==> src/rtl/bcd_conversion_scheduler_pkg.sv <==
// -----------------------------------------------------------------------------
// bcd_sched_pkg
// Shared types and constants for the BCD conversion scheduler.
//   state_t     : scheduler FSM states (IDLE -> ISSUE -> WAIT -> RESP)
//   BCD_DIGITS  : number of BCD digits returned by the converter
//   BCD_W       : width of a packed BCD result
//   TIMEOUT_BCD : result reported when a conversion is abandoned on timeout
// -----------------------------------------------------------------------------
package bcd_sched_pkg;

    typedef enum logic [1:0] {
        IDLE  = 2'd0,
        ISSUE = 2'd1,
        WAIT  = 2'd2,
        RESP  = 2'd3
    } state_t;

    localparam int              BCD_DIGITS  = 4;
    localparam int              BCD_W       = BCD_DIGITS * 4;
    localparam logic [BCD_W-1:0] TIMEOUT_BCD = 16'hFFFF;

endpackage

==> src/rtl/bcd_conversion_scheduler_rr_arbiter.sv <==
// -----------------------------------------------------------------------------
// rr_arbiter
// Combinational round-robin arbiter: grants the first requester at or above
// the pointer, wrapping modulo N_REQ.
// Ports:
//   i_req        in   N_REQ  request vector
//   i_ptr        in   IDW    highest-priority index (0..N_REQ-1)
//   o_grant      out  N_REQ  one-hot grant (all zero when no request)
//   o_grant_idx  out  IDW    index of the granted requester
//   o_any_req    out  1      at least one request present
// -----------------------------------------------------------------------------
module rr_arbiter #(
    parameter int N_REQ = 4,
    parameter int IDW   = $clog2(N_REQ)
) (
    input  logic [N_REQ-1:0] i_req,
    input  logic [IDW-1:0]   i_ptr,
    output logic [N_REQ-1:0] o_grant,
    output logic [IDW-1:0]   o_grant_idx,
    output logic             o_any_req
);

    logic [IDW:0] w_idx;
    logic         w_found;

    assign o_any_req = |i_req;

    always_comb begin
        o_grant     = '0;
        o_grant_idx = '0;
        w_found     = 1'b0;
        w_idx       = '0;
        // Walk the rotation ptr, ptr+1, ... and keep the first hit.
        for (int k = 0; k < N_REQ; k++) begin
            w_idx = {1'b0, i_ptr} + (IDW+1)'(k);
            if (w_idx >= (IDW+1)'(N_REQ))
                w_idx = w_idx - (IDW+1)'(N_REQ);
            if (!w_found && i_req[w_idx[IDW-1:0]]) begin
                w_found     = 1'b1;
                o_grant_idx = w_idx[IDW-1:0];
            end
        end
        o_grant[o_grant_idx] = w_found;
    end

endmodule

==> src/rtl/bcd_conversion_scheduler.sv <==
// -----------------------------------------------------------------------------
// bcd_conversion_scheduler
// Shares one sequential binary-to-BCD converter between N_REQ requesters.
// Round-robin arbitration, one conversion in flight, result returned with the
// owning requester ID over a valid/ready handshake.
// Optional feature macro: BCD_SCHED_TIMEOUT_EN (WAIT-state watchdog; when
// undefined the scheduler waits indefinitely and timeout_err is constant 0).
// Ports:
//   clk, reset_n   clock, synchronous active-low reset
//   req_valid      N_REQ    requester i has a value pending
//   req_value      N_REQ*W  packed values, requester i at [i*W +: W]
//   req_ready      N_REQ    one-hot 1-cycle accept pulse
//   conv_start     1        1-cycle start pulse to converter
//   conv_value     W        value under conversion, stable until done
//   conv_done      1        converter result valid
//   conv_bcd       16       converter BCD result
//   rsp_valid/rsp_id/rsp_bcd/rsp_ready  result handshake
//   timeout_err    1        sticky watchdog flag
// -----------------------------------------------------------------------------
module bcd_conversion_scheduler
    import bcd_sched_pkg::*;
#(
    parameter int N_REQ = 4,
    parameter int W     = 10,
    parameter int IDW   = $clog2(N_REQ)
) (
    input  logic               clk,
    input  logic               reset_n,
    input  logic [N_REQ-1:0]   req_valid,
    input  logic [N_REQ*W-1:0] req_value,
    output logic [N_REQ-1:0]   req_ready,
    output logic               conv_start,
    output logic [W-1:0]       conv_value,
    input  logic               conv_done,
    input  logic [BCD_W-1:0]   conv_bcd,
    output logic               rsp_valid,
    output logic [IDW-1:0]     rsp_id,
    output logic [BCD_W-1:0]   rsp_bcd,
    input  logic               rsp_ready,
    output logic               timeout_err
);

    state_t             r_state;
    logic [IDW-1:0]     r_ptr;
    logic [N_REQ-1:0]   r_req_ready;
    logic               r_conv_start;
    logic [W-1:0]       r_conv_value;
    logic               r_rsp_valid;
    logic [IDW-1:0]     r_rsp_id;
    logic [BCD_W-1:0]   r_rsp_bcd;

    logic [N_REQ-1:0]   w_grant;
    logic [IDW-1:0]     w_gidx;
    logic               w_any;
    logic [W-1:0]       w_sel_value;
    logic [IDW-1:0]     w_next_ptr;

`ifdef BCD_SCHED_TIMEOUT_EN
    // Last WAIT cycle count before giving up: 2**W+4 cycles spent in WAIT.
    localparam logic [W+1:0] TO_LAST = (W+2)'(2**W + 3);
    logic [W+1:0]       r_wait_cnt;
    logic               r_timeout_err;
    assign timeout_err = r_timeout_err;
`else
    assign timeout_err = 1'b0;
`endif

    rr_arbiter #(
        .N_REQ (N_REQ),
        .IDW   (IDW)
    ) u_arb (
        .i_req       (req_valid),
        .i_ptr       (r_ptr),
        .o_grant     (w_grant),
        .o_grant_idx (w_gidx),
        .o_any_req   (w_any)
    );

    always_comb begin
        w_sel_value = '0;
        for (int i = 0; i < N_REQ; i++)
            if (w_gidx == IDW'(i))
                w_sel_value = req_value[i*W +: W];
    end

    // Pointer wraps explicitly so non-power-of-two N_REQ works.
    assign w_next_ptr = (w_gidx == IDW'(N_REQ-1)) ? '0 : w_gidx + 1'b1;

    always_ff @(posedge clk) begin
        if (!reset_n) begin
            r_state      <= IDLE;
            r_ptr        <= '0;
            r_req_ready  <= '0;
            r_conv_start <= 1'b0;
            r_conv_value <= '0;
            r_rsp_valid  <= 1'b0;
            r_rsp_id     <= '0;
            r_rsp_bcd    <= '0;
`ifdef BCD_SCHED_TIMEOUT_EN
            r_wait_cnt    <= '0;
            r_timeout_err <= 1'b0;
`endif
        end else begin
            r_req_ready  <= '0;
            r_conv_start <= 1'b0;
            case (r_state)
                IDLE: begin
                    if (w_any) begin
                        r_req_ready  <= w_grant;
                        r_conv_value <= w_sel_value;
                        r_rsp_id     <= w_gidx;
                        r_ptr        <= w_next_ptr;
                        r_state      <= ISSUE;
                    end
                end
                ISSUE: begin
                    r_conv_start <= 1'b1;
`ifdef BCD_SCHED_TIMEOUT_EN
                    r_wait_cnt   <= '0;
`endif
                    r_state      <= WAIT;
                end
                WAIT: begin
                    // A done coinciding with our own start pulse is spurious.
                    if (conv_done && !r_conv_start) begin
                        r_rsp_bcd   <= conv_bcd;
                        r_rsp_valid <= 1'b1;
                        r_state     <= RESP;
                    end
`ifdef BCD_SCHED_TIMEOUT_EN
                    else if (r_wait_cnt == TO_LAST) begin
                        r_timeout_err <= 1'b1;
                        r_rsp_bcd     <= TIMEOUT_BCD;
                        r_rsp_valid   <= 1'b1;
                        r_state       <= RESP;
                    end else begin
                        r_wait_cnt <= r_wait_cnt + 1'b1;
                    end
`endif
                end
                RESP: begin
                    if (rsp_ready) begin
                        r_rsp_valid <= 1'b0;
                        r_state     <= IDLE;
                    end
                end
                default: r_state <= IDLE;
            endcase
        end
    end

    assign req_ready  = r_req_ready;
    assign conv_start = r_conv_start;
    assign conv_value = r_conv_value;
    assign rsp_valid  = r_rsp_valid;
    assign rsp_id     = r_rsp_id;
    assign rsp_bcd    = r_rsp_bcd;

endmodule
==> config.mk <==
export PLATFORM = sky130hd
export DESIGN_NAME = bcd_conversion_scheduler
export DESIGN_NICKNAME = d
export VERILOG_FILES = /design/src/rtl/bcd_conversion_scheduler_pkg.sv /design/src/rtl/bcd_conversion_scheduler_rr_arbiter.sv /design/src/rtl/bcd_conversion_scheduler.sv
export SDC_FILE = /design/constraint.sdc
export NUM_CORES = 1
export LEC_CHECK = 0
export ABC_CLOCK_PERIOD_IN_PS = 2700
export BUFFER_PORTS_ARGS = -buffer_cell sky130_fd_sc_hd__buf_2
export CAP_MARGIN = 20
export CELL_PAD_IN_SITES_DETAIL_PLACEMENT = 1
export CELL_PAD_IN_SITES_GLOBAL_PLACEMENT = 2
export CORE_MARGIN = 4
export CORE_UTILIZATION = 24
export DETAILED_ROUTE_END_ITERATION = 8
export PLACE_DENSITY = 0.79
export RECOVER_POWER = 50
export SLEW_MARGIN = 20
export SYNTH_ARGS = -nofsm -noshare
export SYNTH_HDL_FRONTEND = slang
export SYNTH_SLANG_ARGS = --single-unit
==> constraint.sdc <==
create_clock -name clk -period 2.7 [get_ports clk]
set_input_delay 0.405 -clock clk [delete_from_list [all_inputs] [get_ports clk]]
set_output_delay 0.405 -clock clk [all_outputs]
set_load 0.005 [all_outputs]
==> key figures, run 1 <==
Clocking
  • CTS root buffer: clkbuf_8
  • Post-CTS setup repair buffer count: 0
  • Clock transition time at the flip-flop clock pins of the worst setup and hold paths: 0.08 ns
  • Number of hold buffers added after CTS: 0
  • Clock tree from TritonCTS: done
  • TritonCTS buffer count: 5
  • Number of gates resized after CTS: 0
  • Clock net sink count: 38
  • Number of buffers between clock root and the deepest sink: 2
  • Clock H-tree levels: 2
  • Clock insertion delay at the later pin of the skew report: between 0.2 and 0.3 ns

Global route
  • Number of global-route vias before repair: ~2100
  • Antenna violations before repair: 0
  • Largest net degree at the start of global routing: 41
  • Wire length of the first global-routing pass: 9887 um
  • Overflow left after global routing: 0
  • Total routing usage reported by global routing: 0.1256

Synthesis
  • Mapped Area: 1916 um2
  • Distinct cell type count of the synthesized netlist: 33
  • Synthesized net count: between 300 and 400
  • Post-synthesis cell count: 244
  • Post-synthesis register bit count: 38
  • Post-synth top area cell: dfxtp_1
  • Synth cell count leaders: nand2_1, dfxtp_1, a21oi_1
  • Post-synth top flop: dfxtp_1
  • Count of flip-flops with a built-in enable after synthesis: 0
  • Number of synthesis warnings: 0
  • Post-synthesis average cell area: 7.851 um2
  • Share of the synthesized area in the top cell type: 0.3971
  • Ys async rst share: 0
  • Most common cell in the synthesized netlist: nand2_1
  • Top post-synthesis cells by area: dfxtp_1, nand2_1, a21oi_1
  • Sequential cell area fraction in the yosys report: 0.3971

Die
  • Effective utilization at floorplan: 0.2479
  • Die footprint: 9475 um2
  • Height of the die: 97.34 um
  • Placeable core region: 7727 um2
  • Horiz. Die Dim: between 90 and 100 um
  • Number of top-level design ports: 99
  • Count of standard-cell rows: 32

Critical path
  • Worst Path Required: 2.83 ns
  • Arrival time at the worst endpoint: 2.46 ns
  • Worst-path maximum fanout: 21
  • Depth of the most critical reg-to-reg path: 9
  • WS Path Type: reg2reg
  • Category of the worst setup path launch point: flop
  • Endpoint kind of the worst setup timing path: flop

Finish
  • Filler cell count in the final layout: 989
  • Final core utilization: 0.3271
  • Fraction of final layout cells sized beyond drive strength 1: 0.2553
  • Diode insertion count for antenna repair: 0
  • Final net count: 404
  • Layout Area Growth over Synthesis: 31.94%

Power and ir drop
  • Total power after layout: 2.238 mW
  • Switching power: 0.8808 mW
  • Leakage power: 1.126 nW
  • Clock share of power: 0.205
  • Power per cell area: 885.7 nW/um2
  • Internal Pwr Total: between 1 and 1.5 mW
  • Sw Share: 0.3935
  • Flop pwr share: 0.364
  • Combinational cell fraction of total power: 0.431
  • Maximum ir drop on the vdd rail: 0.2065 mV

Timing
  • Unrepaired setup endpoints after global routing: false
  • Relative max-transition margin: -0.005751
  • Slew Limit Fails: 41
  • TNS Setup: 0 ns
  • Final worst clock skew: 0.006690 ns
  • Upper clock frequency limit: roughly 430 MHz
  • Min Hold Slack: 0.3660 ns
  • Minimum clock period after layout: 2.327 ns
  • Endpoints failing setup: 0
  • Worst-margin pin slew: 1.509 ns
  • Number of endpoints with negative hold slack in the final report: 0
  • Crit share post-route: 0.8618

Placement
  • DP HPWL: 4571 um
  • Total of buffers placed on input and output ports: 97
  • Final weighted congestion of routability-driven global placement: 0.7290

Outcome
  • Violations in the final reports: max-capacitance violations, max-slew violations
  • Outcome: finished with violations

Detailed routing
  • Post-detailed-routing wire length: 6065 um
  • Wire length per cell after detailed routing: 13.94 um
  • Routed via count: 2009
  • Initial DRC count: 44
  • Vias per cell: 4.618
  • Final routed DRC violation total: 0
  • Detailed-routing iteration count for the pre-antenna-repair pass: 4
  • Number of nets with antenna violations after routing: 0

Worst hold path
  • Hold Path Stages: 3
  • Type of the tightest min-delay check: in2reg

Flow run
  • Number of max-cap violations: 1
## logic make-up after synthesis
| logic type | synth area share |
|---|---|
| other | 0.001958 |
| AOI/OAI and AO/OA | 0.3037 |
| and+or+nand+nor | 0.1581 |
| muxes | 0.005226 |
| adders and majority gates | 0.05226 |
| DFF | 0.3971 |
| buffers and inverters | 0.08165 |
## per-stage QoR
step                area (um2)  worst slack, ns  cells
CTS                       2560           0.3880    435
global route              2527           0.1545    435
detailed placement        2450           0.2103    427
global placement          2450           0.2793    427
floorplan                 1916           0.7615    244
finish                    2527           0.3730    435
## worst max-delay path: stages (launching register included)
cell and delay, ns:
dfxtp_1 0.44, a21o_1 0.14, a21oi_1 0.06, o22ai_1 0.35, inv_1 0.12, ha_1 0.46
a21oi_1 0.21, o21ai_0 0.11, a22oi_1 0.18, a21oi_1 0.10
## area by class of cell
cell class | count | area [um2] | share of cell area
tap | 102 | 127.6 | 0.05049
clock buffer | 8 | 110.1 | 0.04356
timing repair buffer | 99 | 467.9 | 0.1851
multi-input combinational | 172 | 1001 | 0.3960
inverter | 16 | 60.06 | 0.02376
sequential | 38 | 760.7 | 0.3010
## cells in the final DEF, fill, tap and decap left out, types with 2 or more instances in the layout
cell,count
dfxtp_1,38
o21ai_1,6
and3_1,4
a21oi_1,32
nand3_1,3
nor2_1,6
a21boi_0,20
o31ai_1,2
clkbuf_1,26
nand2_1,48
ha_1,8
o21ai_0,17
buf_2,71
buf_4,2
a22oi_1,10
inv_1,16
clkbuf_8,8
## sequential cells by signal (all words and copies together), names as in the netlist
| register | count |
|---|---|
| r_state | 2 |
| req_ready | 4 |
| conv_start | 1 |
| rsp_id | 2 |
| conv_value | 10 |
| rsp_bcd | 16 |
| rsp_valid | 1 |
| r_ptr | 2 |
## power groups by stage
stage / registers (mW) / clock network (mW) / logic, mW
2_1_floorplan: 0.822 / 0 / 0.687
3_3_place_gp: 0.826 / 0 / 0.975
3_5_place_dp: 0.825 / 0 / 1.01
4_1_cts: 0.815 / 0.483 / 1.01
5_1_grt: 0.836 / 0.504 / 1.10
6_report: 0.814 / 0.459 / 0.965
## path summary, 6_finish.rpt
kind                                      end   startpoint  slack (ns)
worst max-delay path            conv_value[4]     r_ptr[1]        0.37
worst min-delay path               rsp_bcd[3]  conv_bcd[3]        0.37
worst max register to register  conv_value[4]     r_ptr[1]        0.37
worst min register to register     rsp_bcd[2]   rsp_bcd[2]        0.47
## layer usage
metal	routed length (um)	global-route usage	vias up
li1	-	-	1001
met1	2781	0.1575	932
met2	2811	0.2081	70
met3	422	0.04594	6
met4	49	0.02556	0
met5	0	0	-
Power figures use the tool's default switching activity.
==> run 2: changes to the inputs <==
ABC_CLOCK_PERIOD_IN_PS = 1900   (was 2700)
CORE_UTILIZATION = 21   (was 24)
PLACE_DENSITY = 0.74   (was 0.79)
clock period = 1.9 ns   (was 2.7 ns; I/O delays follow)
==> key figures, run 2 (same netlist as run 1, synthesis figures left out) <==
Critical path
  • WS Path Type: reg2reg
  • Endpoint kind of the worst setup timing path: flop
  • Most repeated library cell on the critical path: buf_6
  • Crit path largest cell delay: 0.37 ns (-0.09 ns)
  • Worst Path Required: 2.06 ns (-0.77 ns)
  • Slowest cell on the critical path: dfxtp_4
  • Cell Chain, Critical Path: buf_6 -> a21boi_2 -> o32ai_2 -> or2_4 -> inv_4 -> buf_6 -> ha_4 -> clkbuf_16 -> a21oi_2 -> a22oi_2 -> a21oi_1
  • Worst-path maximum fanout: 5 (-76%)
  • Arrival time at the worst endpoint: 2.07 ns (-0.39 ns)
  • Number of buffers and inverters on the critical path: 4 (+3)
  • Gate family responsible for the most delay along the worst path: compound AO/OA/AOI/OAI gates
  • Category of the worst setup path launch point: flop

Global route
  • Largest net degree at the start of global routing: 41 (unchanged)
  • Overflow left after global routing: 0 (unchanged)
  • Antenna violations before repair: 0 (unchanged)
  • Number of global-route vias before repair: 2227 (+6.7%)
  • Total routing usage reported by global routing: 0.1265 (+0.0009027)
  • Wire length of the first global-routing pass: 11160 um (+13%)

Power and ir drop
  • Flop pwr share: 0.270 (-0.094)
  • Total power after layout: 4.300 mW (+92%)
  • Switching power: 1.587 mW (+80%)
  • Maximum ir drop on the vdd rail: 0.6531 mV (+220%)
  • Leakage power: 1.385 nW (+23%)
  • Power per cell area: 1358 nW/um2 (+53%)
  • Combinational cell fraction of total power: 0.532 (+0.101)
  • Clock share of power: 0.199 (-0.006)
  • Sw Share: 0.3690 (-0.02451)
  • Internal Pwr Total: 2.713 mW (+100%)

Finish
  • Sequential cell area: 764.5 um2 (+0.49%)
  • Top library cells by usage in the layout, fill and taps aside: buf_2, nand2_1, dfxtp_1
  • Multi-input combinational cell area: 1227 um2 (+23%)
  • Layout Area Growth over Synthesis: 65.32%
  • Diode insertion count for antenna repair: 0 (unchanged)
  • Final Instance Area: 3167 um2 (+25%)
  • Fraction of final layout cells sized beyond drive strength 1: 0.4500 (+0.1947)
  • Max FFs per register: 16 (unchanged)
  • Filler cell count in the final layout: 1062 (+7.4%)
  • Final core utilization: 0.3596 (+0.03255)
  • Final net count: 431 (+6.7%)
  • Most common library cell in the layout ignoring fill and taps: buf_2

Detailed routing
  • Post-detailed-routing wire length: 7047 um (+16%)
  • Initial DRC count: 46 (+4.5%)
  • Detailed-routing iteration count for the pre-antenna-repair pass: 4 (unchanged)
  • Routed via count: 2104 (+4.7%)
  • Vias per cell: 4.496 (-2.7%)
  • Wire length per cell after detailed routing: 15.06 um (+8.0%)
  • Number of nets with antenna violations after routing: 0 (unchanged)
  • Final routed DRC violation total: 0 (unchanged)

Placement
  • Post-place instance area: 2585 um2 (+5.5%)
  • Final weighted congestion of routability-driven global placement: 0.7523 (+3.2%)
  • Total of buffers placed on input and output ports: 97 (unchanged)
  • DP HPWL: 4775 um (+4.5%)

Outcome
  • Violations in the final reports: negative setup slack
  • Outcome: finished with violations

Timing
  • Upper clock frequency limit: 521.9 MHz (+21%)
  • Number of endpoints with negative hold slack in the final report: 0 (unchanged)
  • Min Hold Slack: 0.2382 ns (-0.1279 ns)
  • Slew Limit Fails: 0 (-100%)
  • Relative max-transition margin: 0.5585 (+0.5642)
  • TNS Setup: -0.02881 ns (-0.02881 ns)
  • Unrepaired setup endpoints after global routing: true
  • Worst path setup slack after routing: -0.01594 ns (-0.3890 ns)
  • Final worst clock skew: 0.008588 ns (+0.001898 ns)
  • Worst-margin pin slew: 0.6623 ns (-0.8464 ns)
  • Crit share post-route: 1.008 (+0.1465)
  • Minimum clock period after layout: 1.916 ns (-0.4110 ns)
  • Endpoints failing setup: 2 (+2)

Clocking
  • Clock tree from TritonCTS: done
  • Clock net sink count: 38 (unchanged)
  • Clock insertion delay at the later pin of the skew report: 0.29 ns (about the same)
  • Clock H-tree levels: 2 (unchanged)
  • TritonCTS buffer count: 5 (unchanged)
  • CTS root buffer: clkbuf_8
  • Number of buffers between clock root and the deepest sink: 2 (unchanged)
  • Clock transition time at the flip-flop clock pins of the worst setup and hold paths: 0.08 ns (about the same)

Die
  • Die footprint: 10710 um2 (+13%)
  • Height of the die: 103.5 um (+6.3%)
  • Count of standard-cell rows: 34 (+6.3%)
  • Effective utilization at floorplan: 0.2175 (-0.03036)
  • Number of top-level design ports: 99 (unchanged)
  • Horiz. Die Dim: 103.5 um (+6.3%)
  • Placeable core region: 8806 um2 (+14%)

Flow run
  • Number of max-cap violations: 0 (-1)

Worst hold path
  • Type of the tightest min-delay check: in2reg
[run 2: cell count changes in the layout (fill, tap and decap cells not counted), moves of 10 or more]
cell and change:
a22oi_1 -10, a21oi_1 -16, a21oi_2 +14, o21ai_0 -11
buf_4 +14, a22oi_2 +10
[run 2: worst paths after layout]
path	slack, ns	from	cells past startpoint	endpoint
worst max-delay path	-0.02	r_ptr[1]	11	conv_value[1]
worst min-delay path	0.24	conv_bcd[4]	3	rsp_bcd[4]
worst max register to register	-0.02	r_ptr[1]	11	conv_value[1]
worst min register to register	0.47	rsp_bcd[5]	2	rsp_bcd[5]
[run 2: layer usage]
| metal | routed length, um | up-vias | part of all wire | track usage |
|---|---|---|---|---|
| li1 | - | 1064 | - | - |
| met1 | 3131 | 980 | 0.44 | 0.1582 |
| met2 | 3593 | 53 | 0.51 | 0.2215 |
| met3 | 273 | 7 | 0.039 | 0.02736 |
| met4 | 48 | 0 | 0.0068 | 0.03134 |
| met5 | 0 | - | 0 | 0 |
[run 2: cell type report]
cell class              instances  share of cell area
clock buffers                   6             0.02608
clock inverters                 2             0.01896
inverters                      16             0.02055
multi-input cells             172              0.3876
flip-flops and latches         38              0.2414
well taps                     108             0.04267
repair buffers                126              0.2627
[run 2: through the flow]
step                      worst slack, ns  instances
after floorplan                  0.006141        244
after global placement            -0.1515        445
after detailed placement          -0.2904        445
after CTS                        -0.04139        463
after global routing              -0.1461        468
final                            -0.01594        468
[run 2: power groups by stage]
stage,logic [mW],registers (mW),clock network (mW)
2_1_floorplan,0.978,1.17,0
3_3_place_gp,1.54,1.16,0
3_5_place_dp,1.58,1.17,0
4_1_cts,2.06,1.16,0.884
5_1_grt,2.53,1.19,0.919
6_report,2.29,1.16,0.854
[run 2: tightest hold or removal path, cell delays in order]
cell and delay [ns]:
buf_2 0.10, nand2_1 0.04, a21boi_0 0.06
[run 2: what timing repair did]
action / 4_1_cts / 5_1_grt
endpoints found under the setup margin: 12 / 15
setup buffers: 7 / 3
gates cloned: 3 / 2
hold buffers: 0 / 0
pin swaps: 18 / 14
resized for setup: 48 / 27
